==> src/rtl/mips_pkg.sv <==
// Shared types and defaults for the MIPS pipeline boundary registers.
// Holds the fetch entry record, IF/ID buffer state encoding and reset defaults.
package mips_pkg;

  localparam int          ADDR_W_DEF    = 32;
  localparam int          DATA_W_DEF    = 32;
  localparam logic [31:0] NOP_INSTR_DEF = 32'h0000_0000;  // sll $0,$0,0

  typedef struct packed {
    logic [ADDR_W_DEF-1:0] pc;
    logic [ADDR_W_DEF-1:0] pc_plus4;
    logic [DATA_W_DEF-1:0] instr;
  } fetch_entry_t;

  typedef enum logic [1:0] {
    EMPTY = 2'd0,
    ONE   = 2'd1,
    TWO   = 2'd2
  } ifid_state_t;

  function automatic fetch_entry_t reset_entry(input logic [DATA_W_DEF-1:0] nop);
    fetch_entry_t e;
    e.pc       = '0;
    e.pc_plus4 = ADDR_W_DEF'(4);
    e.instr    = nop;
    return e;
  endfunction

endpackage

==> src/rtl/ifid_entry_reg.sv <==
// Load-enabled fetch entry register with synchronous reset.
// Used for both the head and skid slots of the IF/ID buffer.
module ifid_entry_reg
  import mips_pkg::*;
#(
  parameter fetch_entry_t RST_VAL = reset_entry(NOP_INSTR_DEF)
) (
  input  logic         clk,
  input  logic         reset,
  input  logic         load,
  input  fetch_entry_t d,
  output fetch_entry_t q
);

  fetch_entry_t entry_d;
  fetch_entry_t entry_q;

  always_comb begin
    entry_d = entry_q;
    if (load) entry_d = d;
  end

  always_ff @(posedge clk) begin
    if (reset) entry_q <= RST_VAL;
    else       entry_q <= entry_d;
  end

  assign q = entry_q;

endmodule

==> src/rtl/if_id_skid_reg.sv <==
// IF/ID boundary: 2-entry skid buffer between fetch and decode.
// if_ready is decoded from registered state only, so decode stalls never reach the PC.
//
//   state | meaning
//   EMPTY | nothing held, id_valid=0, id_instr forced to NOP
//   ONE   | head holds the oldest entry, skid free
//   TWO   | head and skid both full (skid younger), if_ready=0
module if_id_skid_reg
  import mips_pkg::*;
#(
  parameter int                 ADDR_W    = ADDR_W_DEF,
  parameter int                 DATA_W    = DATA_W_DEF,
  parameter logic [DATA_W-1:0]  NOP_INSTR = NOP_INSTR_DEF
) (
  input  logic              clk,
  input  logic              reset,
  input  logic              if_valid,
  output logic              if_ready,
  input  logic [ADDR_W-1:0] if_pc,
  input  logic [DATA_W-1:0] if_instr,
  input  logic              flush,
  output logic              id_valid,
  input  logic              id_ready,
  output logic [ADDR_W-1:0] id_pc,
  output logic [ADDR_W-1:0] id_pc_plus4,
  output logic [DATA_W-1:0] id_instr,
  output logic [1:0]        occupancy
);

  localparam fetch_entry_t RST_ENTRY = reset_entry(NOP_INSTR);

  ifid_state_t  state_d, state_q;
  fetch_entry_t in_entry, head_din, head_q, skid_q;
  logic         head_load, skid_load;
  logic         push, pop;

  assign if_ready = (state_q != TWO);
  assign id_valid = (state_q != EMPTY);
  assign push     = if_valid & if_ready;
  assign pop      = id_valid & id_ready;

  // pc+4 is computed at capture so id_pc_plus4 comes straight off a flop
  always_comb begin
    in_entry.pc       = if_pc;
    in_entry.pc_plus4 = if_pc + ADDR_W'(4);
    in_entry.instr    = if_instr;
  end

  always_comb begin
    state_d   = state_q;
    head_load = 1'b0;
    skid_load = 1'b0;
    head_din  = in_entry;
    case (state_q)
      EMPTY: begin
        if (push) begin
          state_d   = ONE;
          head_load = 1'b1;
        end
      end
      ONE: begin
        if (push && pop) begin
          head_load = 1'b1;
        end else if (push) begin
          state_d   = TWO;
          skid_load = 1'b1;
        end else if (pop) begin
          state_d = EMPTY;
        end
      end
      TWO: begin
        if (pop) begin
          state_d   = ONE;
          head_load = 1'b1;
          head_din  = skid_q;
        end
      end
      default: state_d = EMPTY;
    endcase
    // head keeps its contents on flush so id_pc holds while EMPTY
    if (flush) begin
      state_d   = EMPTY;
      head_load = 1'b0;
      skid_load = 1'b0;
    end
  end

  always_ff @(posedge clk) begin
    if (reset) state_q <= EMPTY;
    else       state_q <= state_d;
  end

  ifid_entry_reg #(.RST_VAL(RST_ENTRY)) u_head (
    .clk   (clk),
    .reset (reset),
    .load  (head_load),
    .d     (head_din),
    .q     (head_q)
  );

  ifid_entry_reg #(.RST_VAL(RST_ENTRY)) u_skid (
    .clk   (clk),
    .reset (reset),
    .load  (skid_load),
    .d     (in_entry),
    .q     (skid_q)
  );

  assign id_pc       = head_q.pc;
  assign id_pc_plus4 = head_q.pc_plus4;
  assign id_instr    = id_valid ? head_q.instr : NOP_INSTR;
  assign occupancy   = state_q;

endmodule

==> config.mk <==
export PLATFORM = sky130hd
export DESIGN_NAME = if_id_skid_reg
export DESIGN_NICKNAME = d
export VERILOG_FILES = /design/src/rtl/mips_pkg.sv /design/src/rtl/ifid_entry_reg.sv /design/src/rtl/if_id_skid_reg.sv
export SDC_FILE = /design/constraint.sdc
export NUM_CORES = 1
export LEC_CHECK = 0
export ABC_AREA = 1
export CORE_ASPECT_RATIO = 0.75
export CORE_MARGIN = 4
export CORE_UTILIZATION = 55
export CTS_CLUSTER_DIAMETER = 30
export DETAILED_ROUTE_END_ITERATION = 10
export GPL_ROUTABILITY_DRIVEN = 0
export PLACE_DENSITY = 0.83
export SLEW_MARGIN = 10
export SYNTH_ARGS = -nofsm -noshare
export SYNTH_HDL_FRONTEND = slang
export SYNTH_SLANG_ARGS = --single-unit
==> constraint.sdc <==
create_clock -name clk -period 4.58 [get_ports clk]
set_clock_uncertainty 0.15 [all_clocks]
set_input_delay 0.916 -clock clk [delete_from_list [all_inputs] [get_ports clk]]
set_output_delay 0.916 -clock clk [all_outputs]
set_load 0.01 [all_outputs]
==> flow_summary.json <==
{
  "hold_violations": 0,
  "yosysWarnings": 0,
  "clkTransAtPathRegs_ns": 0.07,
  "nNetsFinal": 1478,
  "worstHoldStart": "u_skid.q[75]$_SDFFE_PP0P_",
  "setup_viol": 0,
  "startpoint_type": "flop",
  "r2r_start": "occupancy[1]$_SDFFE_PP0P_",
  "initial_utilization_pct": 56.58,
  "slowest_delay_ns": 0.58,
  "path_cells": "nor2_2 > buf_4 > nor2_1 > clkdlybuf4s50_1",
  "drtPass1Iterations": 6,
  "ctsHoldBuffers": 0,
  "fin_ws_ns": 1.194,
  "synth_top_cell_area_share_pct": 41.71,
  "synth.most_common_cell": "nor2_1",
  "hold_class": "flop to flop",
  "ys.flop_type": "dfxtp_1",
  "cts_root_buf": "clkbuf_16",
  "fin_util_pct": 67.70,
  "h-tree-depth": 4,
  "async_flop_share_pct": 0,
  "fp-row-count": 40,
  "min_to": "u_skid.q[75]$_SDFFE_PP0P_",
  "relSlewSlack_pct": 39.65,
  "synth-edff-count": 0,
  "synth_cells": 1355,
  "worstSetupPathType": "flop to output pin",
  "fmax_mhz": 295.4,
  "core_area_mm2": 0.01612,
  "synth.distinct_cells": 28,
  "die_h_um": 119.5,
  "grt_use_total_pct": 24.47,
  "hold_path_depth": 2,
  "clock_latency_ns": 0.42,
  "syn-num-nets": 1425,
  "cp-end-kind": "output pin",
  "ctsLongestPathBuffers": 2,
  "grt_max_degree": 82,
  "synthTopCellsByArea": "dfxtp_1 42%, o21ai_0 12%, nor2_1 10%",
  "die_area_mm2": 0.01872,
  "place_inst": 1599,
  "ff2ff_setup_slack_ns": 1.71,
  "wl_per_cell_um": 14.20,
  "dr_total_vias": 8442,
  "diodes": 0,
  "r2r_cells": 10,
  "drc": 0,
  "rsz0062_at_grt": "false",
  "cts_setup_buffers": 0,
  "p_leak_nw": 4.596,
  "critical-path-slowest-cell": "nor2_2",
  "drtIter0Drc": 772,
  "tns_ns": 0,
  "hpwl_mm": 15.48,
  "die_w_um": 156.7,
  "wl_mm": 23.17,
  "peakVddDrop_mv": 0.2121,
  "worstPathMaxFanout": 20,
  "drive_above_1_share_pct": 4.363,
  "grt.overflow.total": 0,
  "preCtsSetupSlack_ns": 1.021,
  "port_buffers": 168,
  "crit_arrival_ns": 2.32,
  "cts_resized": 0,
  "avgSynthCellArea_um2": 6.730,
  "timing.rr.end": "u_head.q[59]$_SDFFE_PP0P_",
  "fin_cells": 1631,
  "ant_nets": 0,
  "antenna_found_initial": 0,
  "required_ns": 3.51,
  "first_global_vias": 7696,
  "cts_tree": "done",
  "final_max_slew_viol_count": 0,
  "tightest_slew_ns": 0.9040,
  "synth.largest_area_cell": "dfxtp_1",
  "status": "finished clean",
  "grt_pass1_wl_mm": 37.77,
  "synth-seq-cells": 190,
  "powerDensity_mw_per_mm2": 340.5,
  "period_share_pct": 73.93,
  "num_io_pins": 169,
  "cap_violations": 0,
  "fin_crit_ns": 3.386,
  "synth_common_cells": "255 x nor2_1, 252 x nand2_1, 211 x o21ai_0",
  "syn_area_mm2": 0.009119,
  "synthToLayoutAreaGrowth_pct": 19.65,
  "routed_via_density": 5.176,
  "yosysSeqAreaShare_pct": 41.71,
  "cts-buffers-inserted": 17,
  "clkSinkCount": 190
}
-- final cells by class --
type | count | area [um^2]
sequential | 190 | 3804
inverter | 122 | 459.2
fill | 1427 | 5205
timing repair buffer | 181 | 1792
clock inverter | 12 | 133.9
tap | 210 | 262.8
multi-input combinational | 896 | 4003
clock buffer | 20 | 456.7
-- through the flow --
stage | area, um^2 | total power [mW] | hold slack (ns)
2_1_floorplan | 9119 | 2.089 | 0.2745
3_3_place_gp | 10320 | 2.259 | 0.2832
3_5_place_dp | 10320 | 2.267 | 0.2892
4_1_cts | 10910 | 3.731 | 0.2992
5_1_grt | 10910 | 3.864 | 0.3167
6_report | 10910 | 3.715 | 0.2988
-- critical path, delay by kind of cell (launching register included) --
kind / cells / cell delay, ns
DFF: 1 / 0.38
and+or+nand+nor: 2 / 0.66
buffers and inverters: 2 / 0.85
-- worst max path at each step --
stage	from	slack [ns]	cells past startpoint	to
floorplan	if_pc[2]	2.40	10	u_skid.q[60]$_SDFFE_PP0P_
global placement	if_valid	1.09	8	u_skid.q[30]$_SDFFE_PP0P_
detailed placement	if_valid	1.02	8	u_skid.q[23]$_SDFFE_PP0P_
CTS	occupancy[1]$_SDFFE_PP0P_	1.16	4	id_instr[22]
global route	occupancy[1]$_SDFFE_PP0P_	1.06	4	id_instr[30]
finish	occupancy[1]$_SDFFE_PP0P_	1.19	4	id_instr[26]
-- power breakdown --
| group | switching, mW | total [mW] | internal (mW) |
|---|---|---|---|
| Sequential | 0.0318 | 1.76 | 1.72 |
| Combinational | 0.260 | 0.477 | 0.217 |
| Clock | 0.644 | 1.48 | 0.838 |
| Total | 0.936 | 3.72 | 2.78 |
-- state kept, by name (all words and copies together), names as in the netlist --
signal     cells
occupancy      2
u_head.q      94
u_skid.q      94
-- cells by family after synthesis --
logic type,share of synthesized area [%]
xor+xnor,1.537
fa+ha+maj,0.1372
simple gates,23.26
compound gates,18.80
buf+inv,14.56
flops,41.71
-- layout by cell type, fill, tap and decap left out, types with 7 or more instances in the layout --
master	n
nor2_1	255
nand2_1	252
o21ai_0	211
dfxtp_1	190
clkdlybuf4s50_1	168
a21oi_1	118
inv_1	115
clkbuf_16	17
xor2_1	12
buf_4	12
nand3_1	11
nand3b_1	7
-- per-layer routing --
layer	wire (um)	vias up	track usage, %
li1	-	4299	-
met1	10800	3794	35.20
met2	10130	318	37.06
met3	1824	31	5.624
met4	405	0	6.450
met5	0	-	0
(Power assumes the default switching activity.)
